$ cat config.mk
export PLATFORM = sky130hd
export DESIGN_NAME = prog_clock_divider
export DESIGN_NICKNAME = d
export VERILOG_FILES = /design/src/rtl/prog_clock_divider.sv
export SDC_FILE = /design/constraint.sdc
export NUM_CORES = 1
export LEC_CHECK = 0
export BUFFER_PORTS_ARGS = -buffer_cell sky130_fd_sc_hd__buf_2
export CAP_MARGIN = 0
export CORE_MARGIN = 5
export CORE_UTILIZATION = 30
export DETAILED_ROUTE_END_ITERATION = 7
export GPL_TIMING_DRIVEN = 1
export PLACE_DENSITY_LB_ADDON = 0.2
export REMOVE_ABC_BUFFERS = 1
export SETUP_SLACK_MARGIN = 0.05
export SLEW_MARGIN = 15
export SYNTH_ARGS = -nofsm -noshare
export SYNTH_HDL_FRONTEND = slang
export SYNTH_SLANG_ARGS = --single-unit
$ cat constraint.sdc
create_clock -name clk_100MHz -period 6.7 [get_ports clk_100MHz]
set_clock_uncertainty 0.1 [all_clocks]
set_input_delay 0 -clock clk_100MHz [delete_from_list [all_inputs] [get_ports clk_100MHz]]
set_output_delay 0 -clock clk_100MHz [all_outputs]
set_load 0.05 [all_outputs]
$ cat src/rtl/prog_clock_divider.sv
// Multi-channel programmable clock divider.
// Square wave plus one-cycle tick per channel; divisor swaps only at a period boundary.
module prog_clock_divider #(
  parameter  int N_CH    = 2,
  parameter  int CNT_W   = 16,
  parameter  int DEF_DIV = 4,
  localparam int CH_W    = (N_CH > 1) ? $clog2(N_CH) : 1
) (
  input  logic                  clk_100MHz,
  input  logic                  reset,
  input  logic [N_CH-1:0]       en,
  input  logic                  cfg_valid,
  input  logic [CH_W-1:0]       cfg_ch,
  input  logic [CNT_W-1:0]      cfg_div,
  output logic                  cfg_err,
  output logic [N_CH-1:0]       pend,
  output logic [N_CH-1:0]       tick,
  output logic [N_CH-1:0]       clk_out
);

  localparam logic [CH_W:0]    NCH  = (CH_W+1)'(N_CH);
  localparam logic [CNT_W-1:0] DEFV = CNT_W'(DEF_DIV);
  localparam logic [CNT_W-1:0] ONE  = CNT_W'(1);
  localparam logic [CNT_W-1:0] TWO  = CNT_W'(2);

  logic [N_CH-1:0][CNT_W-1:0] cnt_q, cnt_d;
  logic [N_CH-1:0][CNT_W-1:0] div_q, div_d;
  logic [N_CH-1:0][CNT_W-1:0] pdiv_q, pdiv_d;
  logic [N_CH-1:0][CNT_W-1:0] dn_c;
  logic [N_CH-1:0]            pend_q, pend_d;
  logic [N_CH-1:0]            tick_q, tick_d;
  logic [N_CH-1:0]            clk_q, clk_d;
  logic [N_CH-1:0]            apply_c;
  logic [N_CH-1:0]            wr_c;
  logic                       err_q, err_d;
  logic                       bad_c;

  // Classify the config write and steer it to one channel.
  always_comb begin
    bad_c = (cfg_div < TWO) || ({1'b0, cfg_ch} >= NCH);
    err_d = cfg_valid && bad_c;
    wr_c  = '0;
    for (int c = 0; c < N_CH; c++) begin
      wr_c[c] = cfg_valid && !bad_c && (cfg_ch == CH_W'(c));
    end
  end

  // Per-channel counter, divisor swap at wrap or while disabled, pending write.
  always_comb begin
    cnt_d   = cnt_q;
    div_d   = div_q;
    pdiv_d  = pdiv_q;
    pend_d  = pend_q;
    tick_d  = tick_q;
    clk_d   = clk_q;
    apply_c = '0;
    dn_c    = div_q;
    for (int c = 0; c < N_CH; c++) begin
      if (!en[c]) begin
        cnt_d[c]   = '0;
        tick_d[c]  = 1'b0;
        apply_c[c] = pend_q[c];
      end else if (cnt_q[c] == div_q[c] - ONE) begin
        cnt_d[c]   = '0;
        tick_d[c]  = 1'b1;
        apply_c[c] = pend_q[c];
      end else begin
        cnt_d[c]   = cnt_q[c] + ONE;
        tick_d[c]  = 1'b0;
      end
      dn_c[c]   = apply_c[c] ? pdiv_q[c] : div_q[c];
      div_d[c]  = dn_c[c];
      pend_d[c] = pend_q[c] && !apply_c[c];
      clk_d[c]  = en[c] && (cnt_d[c] >= dn_c[c] - (dn_c[c] >> 1));
      if (wr_c[c]) begin
        pdiv_d[c] = cfg_div;
        pend_d[c] = 1'b1;
      end
    end
  end

  // State registers; reset restores the default divisor and drops pending writes.
  always_ff @(posedge clk_100MHz or negedge reset) begin
    if (!reset) begin
      cnt_q  <= '0;
      div_q  <= {N_CH{DEFV}};
      pdiv_q <= {N_CH{DEFV}};
      pend_q <= '0;
      tick_q <= '0;
      clk_q  <= '0;
      err_q  <= 1'b0;
    end else begin
      cnt_q  <= cnt_d;
      div_q  <= div_d;
      pdiv_q <= pdiv_d;
      pend_q <= pend_d;
      tick_q <= tick_d;
      clk_q  <= clk_d;
      err_q  <= err_d;
    end
  end

  assign cfg_err = err_q;
  assign pend    = pend_q;
  assign tick    = tick_q;
  assign clk_out = clk_q;

endmodule
After elaboration in Yosys (flattened, before gate mapping)

Cells that the tools add are included.

Register bits: 103
Bits of input ports: 22
Output and inout port bits: 7
Logic and storage cells: 49

Add/subtract/negate cells: 6
Magnitude comparators: 3
Equal/unequal tests: 2
Multiplexer cells: 16
Bitwise operators: 1
Reduce and logical (&&, ||, !) cells: 11

Operator list:

| cell                                                 | count |
|---|---|
| two-way mux 16 bit                                   | 6 |
| adder 16 x 1 -> 16 bit (second input constant)       | 2 |
| equality test 16 bit                                 | 2 |
| greater-or-equal comparator 16 bit                   | 2 |
| subtractor 16 x 1 -> 16 bit (second input constant)  | 2 |
| subtractor 16 x 15 -> 16 bit                         | 2 |
| < comparator 16 x 2 -> 1 bit (second input constant) | 1 |
| two-way mux 1 bit                                    | 10 |
| logical AND 1 bit                                    | 8 |
| zero test 1 bit                                      | 3 |
| NOT 1 bit                                            | 1 |

Longest topological paths before layout

Depth after elaboration: 8
Depth in mapped cells: 31
Mapped depth without buffers: 28

Least setup slack after synthesis

OpenSTA, ideal clock, no wires.

Path type: register to register
From: register div_q[0] in the netlist's numbering
To: register clk_q[0] (netlist: clk_out[0])
Setup time: 0.122 ns
Data arrival time: 6.194 ns
Data required time: 6.478 ns
Slack: 0.285 ns
Stages on the path, launching flop included: 29
Buffers on the path: 2
Clock period less this slack: 6.415 ns
Cells stage by stage: dfrtp_1 inv_1 ha_1 or3b_2 or3_1 a21o_1 a31o_2 and3_1 a21o_1 buf_1 clkbuf_1 o21ai_0 ha_1 inv_1 fa_1 a21oi_1 nor2_1 a211oi_1 a21oi_1 xnor2_1 ha_1 a21o_1 a21o_1 a21o_1 a21o_1 a211o_1 a21oi_1 o21ai_0 a32o_1

RTL lines:

| what                     | RTL line | text |
|---|---|---|
| start: declaration       | 27       | `logic [N_CH-1:0][CNT_W-1:0] div_q, div_d;` |
| start signal: assignment | 86       | `div_q <= {N_CH{DEFV}};` |
| start signal: assignment | 94       | `div_q <= div_d;` |
| end signal: assignment   | 98       | `clk_q <= clk_d;` |
| end: declaration         | 32       | `logic [N_CH-1:0] clk_q, clk_d;` |

Worst setup path after layout

From: register div_q[0] in the netlist's numbering
To: register clk_q[0] (netlist: clk_out[0])

Longest elaborated chain between the ends: 8
Elaborated cells between the ends (all ways): 10
Those cells by class: add/sub: 2; order compare: 1; eq/ne: 1; mux: 5; reduce/logical: 1

RTL lines:

| what                                   | RTL line | text |
|---|---|---|
| subtractor 16 x 1 -> 16 bit            | 63       | `end else if (cnt_q[c] == div_q[c] - ONE) begin` |
| equality test 16 bit                   | 63       |  |
| two-way mux 1 bit                      | 63       |  |
| two-way mux 1 bit                      | 59       | `if (!en[c]) begin` |
| two-way mux 16 bit                     | 71       | `dn_c[c] = apply_c[c] ? pdiv_q[c] : div_q[c];` |
| subtractor 16 x 15 -> 16 bit           | 74       | `clk_d[c] = en[c] && (cnt_d[c] >= dn_c[c] - (dn_c[c] >> 1));` |
| greater-or-equal comparator 16 bit (*) | 74       |  |
| logical AND 1 bit (*)                  | 74       |  |
| net clk_d[0]                           | 32       |  |

The timed path passes the listed nets; every way through them passes the cells marked *.
A chain may end at the register's enable or synchronous reset.

==> summary.txt <==
Floorplanning
  • Row count: 59
  • Placeable Area: 0.0259 mm^2
  • Full die area: 0.0294 mm^2
  • Initial core utilization: 0.302
  • Die Height: 172 um
  • Die X: 172 um
  • I/O Pins: 29

Clocking
  • Worst-Skew Late Latency: 360 ps
  • CTS tree: yes
  • Root Buffer: clkbuf_16
  • H-tree depth: 3
  • Reg clk slew, reported paths: 80 ps
  • CTS buffer count: 9
  • # clock sinks: 103
  • Clock Path Buffers: 2

Power
  • Max rail drop VDD: 0.136 mV
  • PD cells: 334 mW/mm^2
  • Leak: 4.10 nW
  • Pwr Total: 2.97 mW

STA
  • Max Slew Vio Count: 0
  • Post-route setup TNS: 0 ps
  • Period minus WS final: 6170 ps
  • RSZ-0062 raised after global routing: no
  • Peak Freq: 0.162 GHz
  • Slew headroom: 0.449
  • Worst-Margin Slew: 824 ps
  • Fin. Hold Viols: 0
  • Period utilisation layout: 0.922
  • Final Setup Violations: 0

Worst setup path
  • CP most frequent cell: a21o_1
  • Worst EP required: 6850 ps
  • Family with the most delay on the worst path: compound AO/OA/AOI/OAI gates
  • Crit start category: flip-flop
  • Worst path bufs/invs: 2
  • Slowest CP cell: or3b_2
  • CP max FO: 6
  • Critical Path AT: 6320 ps
  • Critical Path Sink Type: flip-flop
  • Largest stage delay, worst path: 520 ps
  • Crit Path Class: flip-flop to flip-flop

Synth
  • Mapped Area: 0.00783 mm^2
  • Synth top area share: 0.316
  • Synth unique cells: 85
  • Post-synth ARST share: 1.00
  • Area leader, netlist: dfrtp_1
  • Count leader, synth: dfrtp_1
  • Seq cells post-synth: 103
  • Commonest cells post-synth: dfrtp_1, nor2_1, ha_1, inv_1, xnor2_1
  • Post-synth EDFFs: 0
  • Ys flop type: dfrtp_1
  • Seq/Total Area, Yosys: 0.330
  • Syn Inst Count: 839
  • Largest cells by area after synthesis: dfrtp_1, ha_1, mux2_2
  • Synthesis warning total: 0
  • Post-Syn Area per Cell: 9.34 um^2

GRT
  • Largest net degree at the start of global routing: 57
  • Vias in the first global route: 6,049
  • First-pass GRT wire length: 32,500 um
  • Initial antenna violation count: 0
  • GRT Overall Usage: 0.138
  • GRT overflow: 0

Placed design
  • GPL Wtd Cong: 0.830
  • # port buffers: 28
  • DP Wirelength: 15,400 um

Route
  • ANT nets after route: 0
  • DRC Markers: 0
  • Vias per inst: 5.01
  • Wirelength per Cell: 16.2 um
  • Number of DRC markers in iteration 0: 417
  • Final WL: 19,800 um
  • Via Count: 6,124
  • First-pass DRT Iterations: 5

Job
  • Max-Cap Viols: 0

Finish
  • Nets: 968
  • # diodes: 0
  • Area growth syn-to-layout: 13.4%
  • Ratio of cells with drive above 1 in the final layout: 0.144
  • Util after Layout: 0.343

Run status
  • Status: finished clean

Min path
  • Worst Hold Class: input port to async pin
[worst register-to-register path: stages (launching register included)]
cell,delay [ps]
dfrtp_1,440
inv_1,80
ha_1,210
or3b_2,520
or3_1,330
a21o_1,180
a31o_2,240
and3_1,210
a21o_1,230
nand2_1,80
a21boi_0,260
ha_1,190
inv_1,60
fa_1,420
a21oi_2,240
nor2_1,70
a211oi_1,220
a21oi_1,80
xnor2_1,200
ha_1,260
a21o_1,160
a21o_1,180
a21o_1,170
a21o_1,170
a211o_1,290
a21oi_1,130
o21ai_0,110
a32o_1,250
[cell families after synthesis]
kind of cell / count (synthesis) / share of synthesized area
adder cells (fa/ha/maj): 64 / 0.103
XOR/XNOR: 91 / 0.102
multiplexers: 67 / 0.0942
buffers and inverters: 85 / 0.0438
AND/OR/NAND/NOR: 268 / 0.178
AO/OA/AOI/OAI: 161 / 0.150
flip-flops: 103 / 0.330
[placed cells by master, fill, tap and decap left out, types with 23 or more instances in the layout]
cell type   n
nand3_1    30
mux2_2     44
nand2_1    50
nor2_1     77
xnor2_1    52
xor2_1     39
ha_1       62
inv_1      55
a21o_1     23
dfrtp_1    99
buf_2      27
a21oi_1    32
[final timing paths]
| check | start | to | slack [ps] | cells past startpoint |
|---|---|---|---|---|
| setup / recovery | div_q[0] | clk_out[0] | 530 | 27 |
| setup reg to reg | div_q[0] | clk_out[0] | 530 | 27 |
| max in group asynchronous | reset | cnt_q[10] | 5130 | 3 |
| hold / removal | reset | cnt_q[29] | 110 | 2 |
| min in group clk_100MHz | cfg_div[0] | pdiv_q[16] | 340 | 3 |
| hold reg to reg | pdiv_q[25] | pdiv_q[25] | 410 | 1 |
[report_power, final]
group | leakage [nW] | switching (mW) | internal, mW
combinational | 2.67 | 0.840 | 0.705
sequential | 1.29 | 0.147 | 0.713
clock | 0.142 | 0.266 | 0.296
[what timing repair did]
action / in CTS / in global routing
hold buffers: 22 / 0
endpoints found under the hold margin: 85 / 0
buffers inserted: 0 / 2
gates resized for setup: 0 / 2
endpoints found under the setup margin: 0 / 2
[per-layer routing]
metal | track usage | wire length (um) | vias to the layer above
li1 | - | - | 3104
met1 | 0.189 | 9610 | 2909
met2 | 0.230 | 9470 | 93
met3 | 0.0200 | 442 | 18
met4 | 0.0327 | 293 | 0
met5 | 0 | 0 | -
[state kept, by name (all words and copies together), names as in the netlist]
signal and flops:
cnt_q 32, div_q 32, pdiv_q 32, clk_out 2, pend 2, tick 2, cfg_err 1
[per-stage QoR]
step	cells	hold slack (ps)	setup slack, ps	instance area, um^2
after floorplan	810	-396	508	7700
final	1223	113	525	8890
after global placement	1183	-23.8	464	8340
after CTS	1221	137	349	8860
after detailed placement	1183	-16.4	379	8340
after global routing	1223	176	91.6	8890
[layout make-up]
class,instances,area [um^2]
clock buffers,10,229
clock inverters,6,73.8
fillers,2643,17000
inverters,56,210
multi-input cells,651,4920
flip-flops and latches,103,2580
well taps,335,419
repair buffers,62,453
(Power assumes the default switching activity.)
